--- config.mk ---
export PLATFORM = sky130hd
export DESIGN_NAME = ps2_kbd_ctrl_flat
export DESIGN_NICKNAME = d
export VERILOG_FILES = /design/src/rtl/ps2_kbd_ctrl_if.sv /design/src/rtl/ps2_kbd_ctrl.sv /design/src/flat_wrapper.sv
export SDC_FILE = /design/constraint.sdc
export NUM_CORES = 1
export LEC_CHECK = 0
export BUFFER_PORTS_ARGS = -buffer_cell sky130_fd_sc_hd__buf_2
export CAP_MARGIN = 20
export CORE_MARGIN = 2
export CORE_UTILIZATION = 53
export CTS_CLUSTER_DIAMETER = 200
export DETAILED_ROUTE_END_ITERATION = 12
export GPL_TIMING_DRIVEN = 0
export PLACE_DENSITY = 0.93
export SLEW_MARGIN = 10
export SYNTH_ARGS = -nofsm -noshare
export SYNTH_HDL_FRONTEND = slang
export SYNTH_SLANG_ARGS = --single-unit
export TNS_END_PERCENT = 5
--- constraint.sdc ---
create_clock -name clk -period 3.4 [get_ports clk]
set_clock_uncertainty 0.15 [all_clocks]
set_input_delay 0.34 -clock clk [delete_from_list [all_inputs] [get_ports clk]]
set_output_delay 0.34 -clock clk [all_outputs]
set_load 0.1 [all_outputs]
--- src/rtl/ps2_kbd_ctrl_if.sv ---
// Bundle between the PS/2 receiver FIFO, the key-event controller and its consumer.
// master: the controller side; slave: the receiver FIFO plus event consumer side.
interface ps2_kbd_ctrl_if;
  logic [7:0] kbd_data;
  logic       kbd_ready;
  logic       kbd_overflow;
  logic       kbd_nextdata_n;
  logic       evt_valid;
  logic       evt_ready;
  logic [7:0] evt_code;
  logic       evt_ext;
  logic       evt_brk;
  logic       shift_held;
  logic       ctrl_held;
  logic       caps_lock;
  logic [7:0] make_cnt;
  logic       ovf_sticky;
  logic       ovf_clr;

  modport master (
    input  kbd_data, kbd_ready, kbd_overflow, evt_ready, ovf_clr,
    output kbd_nextdata_n, evt_valid, evt_code, evt_ext, evt_brk,
           shift_held, ctrl_held, caps_lock, make_cnt, ovf_sticky
  );

  modport slave (
    output kbd_data, kbd_ready, kbd_overflow, evt_ready, ovf_clr,
    input  kbd_nextdata_n, evt_valid, evt_code, evt_ext, evt_brk,
           shift_held, ctrl_held, caps_lock, make_cnt, ovf_sticky
  );
endinterface

--- src/rtl/ps2_kbd_ctrl.sv ---
// PS/2 keyboard sequencer: pops scan-code bytes from the receiver FIFO, folds E0/F0
// prefixes into single key events on a valid/ready port, and tracks Shift, Ctrl,
// Caps Lock, a make-event counter and a sticky overflow flag.
// Optional feature: define PS2_KBD_REPEAT_FILT_EN to drop typematic repeats of the
// most recently emitted make (the byte is still popped, no counter/caps effect).
module ps2_kbd_ctrl (
  input logic            clk,
  input logic            clrn,
  ps2_kbd_ctrl_if.master bus
);

  typedef enum logic [1:0] {IDLE, POP, GAP} state_t;

  state_t     r_state;
  logic       r_nextN;
  logic       r_evtValid;
  logic [7:0] r_evtCode;
  logic       r_evtExt;
  logic       r_evtBrk;
  logic       r_shift;
  logic       r_ctrl;
  logic       r_caps;
  logic [7:0] r_makeCnt;
  logic       r_ovf;
  logic       r_brkPend;
  logic       r_extPend;

  logic w_take;
  logic w_isBrkPfx;
  logic w_isExtPfx;
  logic w_isMake;
  logic w_keyByte;
  logic w_drop;
  logic w_emit;

  // A byte is consumed only from IDLE and only when no event is waiting downstream.
  assign w_take     = (r_state == IDLE) && bus.kbd_ready && !r_evtValid;
  assign w_isBrkPfx = (bus.kbd_data == 8'hF0);
  assign w_isExtPfx = (bus.kbd_data == 8'hE0);
  assign w_isMake   = !r_brkPend;
  assign w_keyByte  = w_take && !w_isBrkPfx && !w_isExtPfx;
  assign w_emit     = w_keyByte && !w_drop;

`ifdef PS2_KBD_REPEAT_FILT_EN
  logic       r_heldValid;
  logic [7:0] r_heldCode;
  logic       r_heldExt;

  assign w_drop = w_isMake && r_heldValid && (r_heldCode == bus.kbd_data) &&
                  (r_heldExt == r_extPend);

  // Remember the last emitted make so typematic repeats of it can be suppressed.
  always_ff @(posedge clk or negedge clrn) begin
    if (!clrn) begin
      r_heldValid <= 1'b0;
      r_heldCode  <= 8'h00;
      r_heldExt   <= 1'b0;
    end else if (w_emit) begin
      if (w_isMake) begin
        r_heldValid <= 1'b1;
        r_heldCode  <= bus.kbd_data;
        r_heldExt   <= r_extPend;
      end else if (r_heldValid && (r_heldCode == bus.kbd_data) &&
                   (r_heldExt == r_extPend)) begin
        r_heldValid <= 1'b0;
      end
    end
  end
`else
  assign w_drop = 1'b0;
`endif

  // Pop sequencer, prefix folding, event register, modifier tracking and overflow latch.
  always_ff @(posedge clk or negedge clrn) begin
    if (!clrn) begin
      r_state    <= IDLE;
      r_nextN    <= 1'b1;
      r_evtValid <= 1'b0;
      r_evtCode  <= 8'h00;
      r_evtExt   <= 1'b0;
      r_evtBrk   <= 1'b0;
      r_shift    <= 1'b0;
      r_ctrl     <= 1'b0;
      r_caps     <= 1'b0;
      r_makeCnt  <= 8'h00;
      r_ovf      <= 1'b0;
      r_brkPend  <= 1'b0;
      r_extPend  <= 1'b0;
    end else begin
      if (bus.kbd_overflow)
        r_ovf <= 1'b1;
      else if (bus.ovf_clr)
        r_ovf <= 1'b0;

      case (r_state)
        IDLE: if (w_take) begin
          r_state <= POP;
          r_nextN <= 1'b0;
        end
        POP: begin
          r_state <= GAP;
          r_nextN <= 1'b1;
        end
        GAP: r_state <= IDLE;
        default: begin
          r_state <= IDLE;
          r_nextN <= 1'b1;
        end
      endcase

      if (w_take) begin
        if (w_isBrkPfx)
          r_brkPend <= 1'b1;
        else if (w_isExtPfx)
          r_extPend <= 1'b1;
        else begin
          r_brkPend <= 1'b0;
          r_extPend <= 1'b0;
        end
      end

      if (r_evtValid && bus.evt_ready)
        r_evtValid <= 1'b0;

      if (w_emit) begin
        r_evtValid <= 1'b1;
        r_evtCode  <= bus.kbd_data;
        r_evtExt   <= r_extPend;
        r_evtBrk   <= r_brkPend;
        if ((bus.kbd_data == 8'h12) || (bus.kbd_data == 8'h59))
          r_shift <= w_isMake;
        if (bus.kbd_data == 8'h14)
          r_ctrl <= w_isMake;
        if (w_isMake && !r_extPend && (bus.kbd_data == 8'h58))
          r_caps <= ~r_caps;
        if (w_isMake)
          r_makeCnt <= r_makeCnt + 8'd1;
      end
    end
  end

  assign bus.kbd_nextdata_n = r_nextN;
  assign bus.evt_valid      = r_evtValid;
  assign bus.evt_code       = r_evtCode;
  assign bus.evt_ext        = r_evtExt;
  assign bus.evt_brk        = r_evtBrk;
  assign bus.shift_held     = r_shift;
  assign bus.ctrl_held      = r_ctrl;
  assign bus.caps_lock      = r_caps;
  assign bus.make_cnt       = r_makeCnt;
  assign bus.ovf_sticky     = r_ovf;

endmodule
--- src/flat_wrapper.sv ---
// flat-port wrapper written by rule: the top's interface ports become plain ports
module ps2_kbd_ctrl_flat 
  (clk, clrn, bus_kbd_data, bus_kbd_ready, bus_kbd_overflow, bus_evt_ready, bus_ovf_clr, bus_kbd_nextdata_n, bus_evt_valid, bus_evt_code, bus_evt_ext, bus_evt_brk, bus_shift_held, bus_ctrl_held, bus_caps_lock, bus_make_cnt, bus_ovf_sticky);
  ps2_kbd_ctrl_if bus_i ();
  input logic clk;
  input logic clrn;
  input wire logic [$bits(bus_i.kbd_data)-1:0] bus_kbd_data;
  input wire logic [$bits(bus_i.kbd_ready)-1:0] bus_kbd_ready;
  input wire logic [$bits(bus_i.kbd_overflow)-1:0] bus_kbd_overflow;
  input wire logic [$bits(bus_i.evt_ready)-1:0] bus_evt_ready;
  input wire logic [$bits(bus_i.ovf_clr)-1:0] bus_ovf_clr;
  output wire logic [$bits(bus_i.kbd_nextdata_n)-1:0] bus_kbd_nextdata_n;
  output wire logic [$bits(bus_i.evt_valid)-1:0] bus_evt_valid;
  output wire logic [$bits(bus_i.evt_code)-1:0] bus_evt_code;
  output wire logic [$bits(bus_i.evt_ext)-1:0] bus_evt_ext;
  output wire logic [$bits(bus_i.evt_brk)-1:0] bus_evt_brk;
  output wire logic [$bits(bus_i.shift_held)-1:0] bus_shift_held;
  output wire logic [$bits(bus_i.ctrl_held)-1:0] bus_ctrl_held;
  output wire logic [$bits(bus_i.caps_lock)-1:0] bus_caps_lock;
  output wire logic [$bits(bus_i.make_cnt)-1:0] bus_make_cnt;
  output wire logic [$bits(bus_i.ovf_sticky)-1:0] bus_ovf_sticky;
  assign bus_i.kbd_data = bus_kbd_data;
  assign bus_i.kbd_ready = bus_kbd_ready;
  assign bus_i.kbd_overflow = bus_kbd_overflow;
  assign bus_i.evt_ready = bus_evt_ready;
  assign bus_i.ovf_clr = bus_ovf_clr;
  assign bus_kbd_nextdata_n = bus_i.kbd_nextdata_n;
  assign bus_evt_valid = bus_i.evt_valid;
  assign bus_evt_code = bus_i.evt_code;
  assign bus_evt_ext = bus_i.evt_ext;
  assign bus_evt_brk = bus_i.evt_brk;
  assign bus_shift_held = bus_i.shift_held;
  assign bus_ctrl_held = bus_i.ctrl_held;
  assign bus_caps_lock = bus_i.caps_lock;
  assign bus_make_cnt = bus_i.make_cnt;
  assign bus_ovf_sticky = bus_i.ovf_sticky;
  ps2_kbd_ctrl u_core (.clk(clk), .clrn(clrn), .bus(bus_i));
endmodule
==> reports/results.md <==
### Timing
* **total negative slack** 0 ns
* **Max Clk Rate** 0.499 GHz
* **RSZ-0062 raised after global routing** false
* **Tmin final** 2.00 ns
* **period utilisation layout** 58.9%
* **worst slew margin relative to its limit** 59.1%
* **Worst Hold Margin** 0.0328 ns
* **endpoints failing hold** 0
* **Worst Tran Pin Value** 0.613 ns
* **final setup violation count** 0
* **number of pins with negative max-slew slack in the final report** 0

### Setup path
* **Critical Path, Cell by Cell** or4b_4 -> buf_6 -> nor4b_4 -> nor3b_2 -> mux2i_1
* **total buffers and inverters traversed by the critical path** 1
* **Critical Path Start Type** register
* **RR Endpoint** u_core.bus.shift_held
* **longest individual stage delay on the worst path** 0.52 ns
* **Critical Path End Type** register
* **category of the most critical setup path** reg2reg
* **critical path's slowest cell** or4b_4
* **Reg2Reg Setup Slack** 1.40 ns
* **crit-path leading delay family** simple AND/OR/NAND/NOR gates
* **worst path required time** 3.52 ns
* **startpoint of the worst-slack reg-to-reg timing path** u_core.r_state[0]
* **number of cells traversed by the worst register-to-register path** 5
* **Max FO, Critical Path** 6
* **signal arrival time at the worst endpoint** 2.12 ns

### Clocking
* **number of gates resized after cts** 0
* **insertion delay of the later-clocked pin in the worst-skew pair** 0.33 ns
* **worst-case clock buffer depth** 2
* **deepest level of the CTS H-tree** 1
* **CTS Root Cell** clkbuf_4
* **CTS buffer count** 3
* **clk slew on worst S/H paths** 0.14 ns
* **clock tree from TritonCTS** done
* **number of clock sinks seen by CTS** 28

### Synth
* **XOR/XNOR share of the synthesized area** 5.75%
* **top cells by area, synth** dfrtp_1 55%, nand2_1 10%, xnor2_1 5.0%, dfstp_2 2.2%, nor4b_4 2.0%
* **combinational family with the most area after synthesis** simple AND/OR/NAND/NOR gates
* **Syn Area/Cell** 10.9 um^2
* **top cells by instance count after synthesis** 33 x nand2_1, 27 x dfrtp_1, 7 x xnor2_1
* **mapped cell area** 0.00122 mm^2
* **number of warnings reported in the yosys synthesis log** 0
* **Post-Synthesis Cells** 112
* **EDFF count, synth** 0
* **post-synthesis compound-gate area fraction** 5.44%
* **register bit count reported by yosys** 28
* **most instantiated library cell after synthesis** nand2_1
* **Most used DFF post-synth** dfrtp_1
* **distinct cell type count of the synthesized netlist** 32
* **synthesized netlist net count** 127
* **Async S/R FF share, synth** 100%
* **largest area contributor in the netlist** dfrtp_1
* **multiplexer share of the synthesized area** 2.57%
* **share of the yosys chip area belonging to registers** 57.6%
* **Simple-Gate Fraction of Synth Area** 24.4%
* **top cell type's share of synthesized area** 55.4%
* **share of synthesized cell area in full adder, half adder and majority cells** 1.03%

### Route
* **average vias per placed instance** 5.08
* **remaining routing DRC violations** 0
* **number of optimization iterations in the first detailed-route pass** 4
* **vias after detailed routing** 929
* **Post-DRT Antenna Nets** 0
* **routed wire length** 2390 um
* **Starting DRT DRC Count** 6
* **detailed-route wire length per cell** 13.1 um

### Cells and area
* **P&R area growth vs syn** 22.7%
* **Final Net Count** 171
* **layout cell share with drive strength beyond 1** 32.9%
* **Antenna Cells** 0

### Global route
* **pin count of the biggest net entering global routing** 29
* **via count of the first global-routing pass** 944
* **total track usage** 20.3%
* **global-route wire length before repair** 4040 um
* **gr ovfl total** 0
* **initial antenna violation count** 0

### Placed design
* **global placement routability congestion** 0.752
* **dpl hpwl** 1790 um
* **IO buf count** 37

### Outcome
* **status** finished, final reports clean

### Die
* **height of the die** 52.0 um
* **number of standard-cell rows in the floorplan** 17
* **initial cell density of the core** 55.6%
* **Boundary Pins** 38
* **die outline area** 0.00270 mm^2
* **Core Area** 0.00219 mm^2
* **die width** 52.0 um

### Job
* **Max-Cap Viols** 0

### Hold path
* **type of the worst min-delay path** in2reg
* **Endpoint, Worst Hold** u_core.bus.ovf_sticky
* **cell depth of the worst hold path** 2
* **hold path startpoint** bus_kbd_overflow

## registers in the layout (all words and copies together), names as in the netlist
register / cells
u_core.bus.ovf_sticky: 1
u_core.bus.evt_ext: 1
u_core.bus.ctrl_held: 1
u_core.bus.shift_held: 1
u_core.bus.evt_valid: 1
u_core.bus.kbd_nextdata_n: 1
u_core.r_extPend: 1
u_core.bus.caps_lock: 1
u_core.r_brkPend: 1
u_core.bus.evt_code: 8
u_core.r_state: 2
u_core.bus.make_cnt: 8
u_core.bus.evt_brk: 1
## metrics by stage
stage | setup slack, ns | instances | cell area, um^2 | utilization, %
floorplan | 1.01 | 112 | 1220 | -
global placement | 1.43 | 177 | 1440 | 65.7
detailed placement | 1.41 | 177 | 1440 | 65.7
CTS | 1.39 | 182 | 1490 | 67.8
global route | 1.27 | 183 | 1500 | 68.2
finish | 1.40 | 183 | 1500 | 68.2
## final cells by class
class | instances | area [um^2]
fillers | 195 | 696
plain buffers | 3 | 20.0
inverters | 5 | 18.8
flip-flops and latches | 28 | 702
repair buffers | 39 | 205
multi-input cells | 76 | 478
well taps | 28 | 35.0
clock buffers | 4 | 36.3
## cell families after synthesis
family,count (synthesis)
flops,28
xor+xnor,8
compound gates,8
simple gates,56
buf+inv,8
mux,3
fa+ha+maj,1
## what timing repair did
item,in CTS,in global routing
buffers inserted,0,0
hold buffers,1,1
endpoints found under the hold margin,27,1
## layout by cell type, fill, tap and decap left out, drive strengths merged
cell type    instances
ha                   1
nand4                3
xor2                 1
nor2b                1
nand4b               1
xnor2                7
and3b                1
o21a                 1
and2b                1
dfrtp               27
nand3                3
o21ai                1
nor3                 1
nand2               33
buf                 39
nor3b                1
or4b                 1
and4b                1
inv                  5
dfstp                1
a21oi                3
mux2                 1
nor2                 7
clkbuf               5
dlygate4sd3          2
mux2i                2
a21o                 2
a211oi               1
nor4b                2
## worst max path at each step
stage / startpoint / to / slack [ns] / cells past startpoint
after global routing: u_core.r_state[0] / u_core.bus.shift_held / 1.27 / 5
after global placement: u_core.r_state[1] / u_core.bus.make_cnt[1] / 1.43 / 5
after CTS: u_core.r_state[0] / u_core.bus.shift_held / 1.39 / 5
after detailed placement: u_core.r_state[0] / u_core.bus.make_cnt[1] / 1.41 / 5
final: u_core.r_state[0] / u_core.bus.shift_held / 1.40 / 5
after floorplan: u_core.bus.evt_valid / u_core.bus.make_cnt[1] / 1.01 / 5
## worst reg2reg max path, stage by stage, from the launching register on
cell,delay [ns]
dfrtp_1,0.42
or4b_4,0.52
buf_6,0.15
nor4b_4,0.26
nor3b_2,0.25
mux2i_1,0.19
## routing by layer
layer,routed length [um],global-route usage (%),up-vias,share of wire [%]
met5,0,0,-,0
li1,-,-,451,-
met4,46,8.33,0,1.9
met3,149,3.16,4,6.2
met1,1040,25.7,439,43
met2,1160,34.4,35,48
Power is left out: the tool's default activity adds up to more than one toggle a clock period on the data nets, which glitch-free logic cannot reach.
